### config.mk
export PLATFORM = sky130hd
export DESIGN_NAME = adder_pipe_acc
export DESIGN_NICKNAME = d
export VERILOG_FILES = /design/src/rtl/adder_pipe_acc.sv
export SDC_FILE = /design/constraint.sdc
export NUM_CORES = 1
export LEC_CHECK = 0
export ABC_AREA = 0
export BUFFER_PORTS_ARGS = -buffer_cell sky130_fd_sc_hd__buf_2
export CORE_AREA = 10 10 77 79
export CTS_CLUSTER_SIZE = 10
export DETAILED_ROUTE_END_ITERATION = 6
export DIE_AREA = 0 0 87 89
export GPL_TIMING_DRIVEN = 0
export PLACE_DENSITY = 0.87
export SETUP_SLACK_MARGIN = 0.4
export SKIP_LAST_GASP = 1
export SLEW_MARGIN = 15
export SYNTH_ARGS = -nofsm -noshare
export SYNTH_HDL_FRONTEND = slang
export SYNTH_SLANG_ARGS = --single-unit
### constraint.sdc
create_clock -name clock -period 5.22 [get_ports clock]
set_input_delay 0.261 -clock clock [delete_from_list [all_inputs] [get_ports clock]]
set_output_delay 0.261 -clock clock [all_outputs]
set_load 0.05 [all_outputs]
### src/rtl/adder_pipe_acc.sv
// Registered add/sub/accumulate/load stage with ready/valid handshaking.
// The stage holds one result, and has optional saturation and a saturating count of handshakes.

module adder_pipe_acc_alu #(
    parameter int WIDTH    = 8,
    parameter int SATURATE = 0
) (
    input  logic [1:0]       i_op,
    input  logic [WIDTH-1:0] i_in0,
    input  logic [WIDTH-1:0] i_in1,
    input  logic [WIDTH-1:0] i_acc,
    output logic [WIDTH-1:0] o_res,
    output logic             o_carry
);
    localparam logic [1:0] OP_ADD  = 2'b00;
    localparam logic [1:0] OP_SUB  = 2'b01;
    localparam logic [1:0] OP_ACC  = 2'b10;
    localparam logic [1:0] OP_LOAD = 2'b11;
    localparam bit SAT = (SATURATE != 0);

    logic [WIDTH:0]   w_sum;
    logic [WIDTH:0]   w_diff;
    logic [WIDTH-1:0] w_add_a;
    logic [WIDTH-1:0] w_add_b;

    // ACC reuses the adder with the accumulator as the left operand.
    assign w_add_a = (i_op == OP_ACC) ? i_acc : i_in0;
    assign w_add_b = (i_op == OP_ACC) ? i_in0 : i_in1;
    assign w_sum   = {1'b0, w_add_a} + {1'b0, w_add_b};
    assign w_diff  = {1'b0, i_in0} - {1'b0, i_in1};

    always_comb begin
        o_res   = i_in0;
        o_carry = 1'b0;
        case (i_op)
            OP_ADD, OP_ACC: begin
                o_carry = w_sum[WIDTH];
                o_res   = (SAT && w_sum[WIDTH]) ? {WIDTH{1'b1}} : w_sum[WIDTH-1:0];
            end
            OP_SUB: begin
                o_carry = w_diff[WIDTH];
                o_res   = (SAT && w_diff[WIDTH]) ? {WIDTH{1'b0}} : w_diff[WIDTH-1:0];
            end
            OP_LOAD: begin
                o_carry = 1'b0;
                o_res   = i_in0;
            end
            default: begin
                o_carry = 1'b0;
                o_res   = i_in0;
            end
        endcase
    end
endmodule

module adder_pipe_acc #(
    parameter int WIDTH    = 8,
    parameter int SATURATE = 0,
    parameter int CNT_W    = 16
) (
    input  logic             clock,
    input  logic             reset,
    input  logic             io_in_valid,
    output logic             io_in_ready,
    input  logic [WIDTH-1:0] io_in0,
    input  logic [WIDTH-1:0] io_in1,
    input  logic [1:0]       io_op,
    input  logic             io_clear,
    output logic             io_out_valid,
    input  logic             io_out_ready,
    output logic [WIDTH-1:0] io_out,
    output logic             io_carry,
    output logic             io_ovf,
    output logic [WIDTH-1:0] io_acc,
    output logic [CNT_W-1:0] io_count
);
    localparam logic [1:0]       OP_ACC  = 2'b10;
    localparam logic [1:0]       OP_LOAD = 2'b11;
    localparam logic [CNT_W-1:0] CNT_MAX = {CNT_W{1'b1}};

    logic             r_out_valid;
    logic [WIDTH-1:0] r_out;
    logic             r_carry;
    logic [WIDTH-1:0] r_acc;
    logic [CNT_W-1:0] r_count;

    logic             w_accept;
    logic             w_out_hs;
    logic             w_clr;
    logic             w_acc_wr;
    logic [WIDTH-1:0] w_acc_opnd;
    logic [WIDTH-1:0] w_res;
    logic             w_carry;

    assign io_in_ready = !r_out_valid || io_out_ready;
    assign w_accept    = io_in_valid && io_in_ready;
    assign w_out_hs    = r_out_valid && io_out_ready;
    // Clear is qualified by io_in_valid: with no operation offered, nothing changes.
    assign w_clr       = io_clear && io_in_valid;
    assign w_acc_wr    = w_accept && ((io_op == OP_ACC) || (io_op == OP_LOAD));
    assign w_acc_opnd  = w_clr ? {WIDTH{1'b0}} : r_acc;

    adder_pipe_acc_alu #(
        .WIDTH    (WIDTH),
        .SATURATE (SATURATE)
    ) u_alu (
        .i_op    (io_op),
        .i_in0   (io_in0),
        .i_in1   (io_in1),
        .i_acc   (w_acc_opnd),
        .o_res   (w_res),
        .o_carry (w_carry)
    );

    always_ff @(posedge clock or negedge reset) begin
        if (!reset) begin
            r_out_valid <= 1'b0;
            r_out       <= '0;
            r_carry     <= 1'b0;
            r_acc       <= '0;
            r_count     <= '0;
        end else begin
            if (w_accept) begin
                r_out_valid <= 1'b1;
                r_out       <= w_res;
                r_carry     <= w_carry;
            end else if (w_out_hs) begin
                r_out_valid <= 1'b0;
            end

            if (w_acc_wr)
                r_acc <= w_res;
            else if (w_clr)
                r_acc <= '0;

            // A handshake coinciding with clear is dropped, not counted.
            if (w_clr)
                r_count <= '0;
            else if (w_out_hs && (r_count != CNT_MAX))
                r_count <= r_count + 1'b1;
        end
    end

    assign io_out_valid = r_out_valid;
    assign io_out       = r_out;
    assign io_carry     = r_carry;
    assign io_ovf       = r_carry;
    assign io_acc       = r_acc;
    assign io_count     = r_count;

`ifndef SYNTHESIS
    logic [WIDTH-1:0] r_trc_a;
    logic [WIDTH-1:0] r_trc_b;

    always_ff @(posedge clock or negedge reset) begin
        if (!reset) begin
            r_trc_a <= '0;
            r_trc_b <= '0;
        end else if (w_accept) begin
            r_trc_a <= io_in0;
            r_trc_b <= io_in1;
        end
    end

    // r_out_valid is forced low in reset, so a handshake implies reset is released.
    always @(posedge clock) begin
        if (w_out_hs)
            $display("AdderPipeAcc: op %d %d := %d c=%d",
                     r_trc_a, r_trc_b, r_out, r_carry);
    end
`endif
endmodule
Word-level counts from Yosys, hierarchy flattened --
Index checks and enable logic that the tools add are counted. W data, S select, Z words.
Word-level totals: flip-flop bits (word level) 34, bits in latches 0, bits in writable memories 0, ROM bits 0, input port bits 23, output and inout bits 36, word-level logic and storage cells 34, memories kept 0
Cells by class: add/sub/neg operators 3, multipliers 0, div/mod/pow operators 0, $lt $le $gt $ge 0, equal/unequal tests 4, shift-type cells 0, muxes and demuxes 10, bitwise gates (word level) 0, reduce and logical (&&, ||, !) cells 12
Operators with widths (number):
- $mux W16 | 2
- $mux W8 | 4
- $pmux W8 S3 | 1
- $add A16 B1 Y16 const B | 1
- $ne A16 B16 Y1 const B | 1
- $add A8 B8 Y9 | 1
- $sub A8 B8 Y9 | 1
- $logic_and A1 B1 Y1 | 5
- $eq A2 B2 Y1 const B | 2
- $reduce_bool A2 Y1 | 2
- $pmux W1 S3 | 1
- $eq A2 B1 Y1 const B | 1
- $logic_not A2 Y1 | 1
- $logic_or A1 B1 Y1 | 2
- $mux W1 | 2
- $reduce_or A2 Y1 | 1
- $logic_not A1 Y1 | 1

Logic depth before layout (Yosys ltp) --
word-level depth 6, mapped depth 14, depth with buffers taken out 11

Cells and area by module --
Synthesis repeated with hierarchy kept, for this count alone.
Second synthesis, totals: cell total of the unflattened synthesis 299, area, all modules 2717.6 µm²
Modules (own cells, without submodules):
- adder_pipe_acc | instances 1, cells an instance 153, area each 1682.9 µm², sequential area each 850.8 µm²
- adder_pipe_acc_alu | instances 1, cells an instance 146, area each 1034.7 µm², sequential area each 0.0 µm²

Worst setup path before layout --
OpenSTA, ideal clock, no wires.
kind input to register, start input port io_op[1], end register r_carry (netlist: io_carry), setup time 121 ps, data arrival time 2689 ps, required time 5099 ps, slack 2410 ps, stages 13, path buffers 3, cells stage by stage clkbuf_1 -> nand2b_1 -> clkbuf_1 -> clkbuf_1 -> o21ai_0 -> ha_1 -> fa_1 -> a211oi_1 -> nor2_1 -> o31a_1 -> nor3_1 -> o31ai_1 -> o22a_1
Between the ends: longest elaborated chain between the ends 4, elaborated cells on any way between the ends 9, classes of those cells add/sub (1); eq/ne (3); mux (3); reduce/logical (2)
RTL lines:
- start: declaration | RTL line 67 | input logic [1:0] io_op,
- $eq A2 B2 Y1 | RTL line 27, 28, 35
- $mux W8, on equally long branches | RTL line 27, 28
- $add A8 B8 Y9 | RTL line 29 | assign w_sum = {1'b0, w_add_a} + {1'b0, w_add_b};
- $pmux W1 S3 (*) | RTL line 35 | case (i_op)
- end signal: assignment | RTL line 126 | r_carry <= w_carry;
- end: declaration | RTL line 83 | logic r_carry;
Every way passes the cells marked *; elsewhere a longest branch is shown, timed or not. A chain may end at the register's enable or synchronous reset.

Worst setup path after layout --
Same ends and word-level chain as after synthesis.

==> impl_results.md <==
* Clk sinks at 34
* R2R setup slack at around 2.9 ns
* Clk buf depth at 2
* Pwr/cell area at 280.2 nW/um2
* Vias in the first global route at 2352
* Initial Util at 56.36%
* Post-DP HPWL at 5129 um
* Final TNS setup at 0 ns
* Chip height at 89 um
* Number of max-cap violations at 0
* Ys Warns at 0
* Post-synth EDFFs at 0
* CTS root buf: clkbuf_8
* Commonest non-fill, non-tap cell in the layout: buf_2
* GR Overflow Total at 0
* First-pass detailed-route iteration total at 4
* WL final at between 6000 and 7000 um
* Worst-Skew Late Latency at 0.28 ns
* Register bit total from synthesis at 34
* Syn nets at 349
* ANT nets after route at 0
* FP Rows at 25
* Final Hold Viols at 0
* Core Region at roughly 4500 um2
* Layout cells sized above 1 at 22.10%
* Clk slew on worst S/H paths at about 0.060 ns
* Cts bufs inserted at 5
* R2r worst-path depth at 10
* IO Pins at 59
* # resized after CTS at 0
* Post-place instance area at around 2900 um2
* Synth Cell Area at 2556 um2
* RSZ-0062 raised after global routing: false
* RD Place Congestion at 0.8871
* Pleak at 1.461 nW
* Critical Path End: io_carry
* CTS tree: done
* Slew @ Worst Pin at 0.7308 ns
* Reg2Reg Launch Point: io_acc[0]
* Postcts setup bufs at 0
* Crit. End Element: flop
* Mapped Cells at a little over 300
* Max_slew headroom at 51.28%
* Total Die Area at 7743 um2
* Number of diodes at 0
* Hold buffer count at cts at 0
* Port Buf Inserts at 57
* Vias at 2376
* DRC viols at 0
* Kind of critical path: primary input to flop
* Mean Syn Cell Area at 8.326 um2
* Gr usage total at about 16%
* Vias/cell at 5.591
* Tcrit/Tclk final at ~56%
* Max Slew Vio Count at 0
* VDD IR-drop max at 0.0001266 V
* Largest net degree at the start of global routing at 35
* Most frequent cells in the layout: buf_2 (60), nand2_1 (47), o21ai_0 (37), dfrtp_1 (34), nor2_1 (24)
* Initial DRC count at 93
* H-tree levels at 2
* Startpoint type of the worst setup path: primary input
* Min Tclk post-route at ~2.9 ns
* Die Span X at 87 um
* P&R area growth vs syn at 16.79%
* Count of unique library cells instantiated by Yosys at 49
* Status: complete, no violations
* Clk_skew at 0.003945 ns
* Fraction of registers with async set/reset at between 90% and 100%
* Final Cell Area at ~3000 um2
* Register area share after synthesis at 33.28%
* Final nets at 413
* Number of fill cells at 405
* First-pass GRT wire length at 10390 um
* CP arrival at 3.09 ns
* Initial antenna violation count at 0
* Most used DFF post-synth: dfrtp_1
* CP startpoint: io_op[1]
* Routed length per instance at ~15 um
* Max Freq at between 0.3 and 0.4 GHz
* Hold Crit Class: primary input to asynchronous set/reset pin
* RR Endpoint: io_carry
* # setup viols final at 0
* Crit path required time at 5.39 ns
* Max Fanout on Critical Path at 10
==> per-stage QoR <==
stage | hold WS (ns) | worst slack, ns | utilization (%) | std cells | power [mW]
3_3_place_gp | 0.3592 | 2.041 | 64.14 | 418 | 0.6540
5_1_grt | 0.08752 | 1.980 | 65.82 | 425 | 0.8870
4_1_cts | 0.05556 | 2.293 | 65.82 | 425 | 0.8405
2_1_floorplan | -0.03459 | 2.410 | - | 307 | 0.5727
3_5_place_dp | 0.3629 | 1.983 | 64.14 | 418 | 0.6624
6_report | 0.03091 | 2.303 | 65.82 | 425 | 0.8366
==> worst max-delay path, cell delays in order <==
cell and delay (ns):
clkbuf_1 0.18, nand2b_1 0.11, clkbuf_1 0.32, clkbuf_1 0.39, o21ai_0 0.14, ha_1 0.24, fa_1 0.42, a211oi_1 0.22
nor2_1 0.10, o31a_1 0.27, nor3_1 0.14, o31ai_1 0.10, o22a_1 0.17
==> synthesized netlist by cell type (all sizes together) (6+ instances only) <==
library cell	count	area (um2)
nand2	47	176.4
o21ai	40	200.2
dfrtp	34	850.8
nor2	24	90.09
ha	17	212.7
inv	13	48.80
nand3	13	65.06
a21oi	12	60.06
xor2	12	105.1
clkbuf	9	33.78
nor3	8	51.30
mux2	6	67.56
nand4	6	52.55
==> power breakdown <==
part / switching [mW] / total (mW) / internal [mW] / leakage [nW]
Sequential: 0.0229 / 0.316 / 0.293 / 0.445
Combinational: 0.238 / 0.341 / 0.102 / 0.977
Clock: 0.0879 / 0.180 / 0.0917 / 0.0383
Total: 0.349 / 0.837 / 0.487 / 1.46
==> area by class of cell <==
type	count	area (um2)	area share, %
inverter	13	48.80	1.635
buffer	13	56.30	1.886
tap	54	67.56	2.263
multi-input combinational	247	1600	53.60
timing repair buffer	57	285.3	9.556
sequential	34	850.8	28.50
clock buffer	7	76.32	2.557
==> how the worst min path moves through the flow <==
| stage | from | end | slack [ns] | depth (start not counted) |
|---|---|---|---|---|
| 6_report | reset | io_count[11] | 0.03 | 1 |
| 3_5_place_dp | reset | io_count[12] | 0.36 | 1 |
| 3_3_place_gp | reset | io_count[12] | 0.36 | 1 |
| 4_1_cts | reset | io_count[12] | 0.06 | 1 |
| 2_1_floorplan | reset | io_acc[0] | -0.03 | 0 |
| 5_1_grt | reset | io_out[1] | 0.09 | 1 |
==> cell families (layout without fill, tap and decap cells) <==
family,count (synthesis),in the layout,share of synthesized area [%]
adder cells (fa/ha/maj),19,19,9.887
AO/OA/AOI/OAI,81,81,19.92
flip-flops,34,34,33.28
XOR/XNOR,16,16,5.482
multiplexers,9,9,3.818
buffers and inverters,26,90,4.112
AND/OR/NAND/NOR,122,122,23.50
==> sequential cells by signal, summed over array words and instances (netlist names) <==
name / flops
io_count: 16
io_acc: 8
io_out: 8
io_carry: 1
io_out_valid: 1
==> metal layers <==
metal | up-vias | GRT usage [%] | wire length, um
li1 | 1215 | - | -
met1 | 1100 | 18.57 | 2660
met2 | 51 | 29.18 | 3126
met3 | 10 | 3.555 | 384
met4 | 0 | 5.744 | 105
met5 | - | 0 | 0
Power figures use the tool's default switching activity.
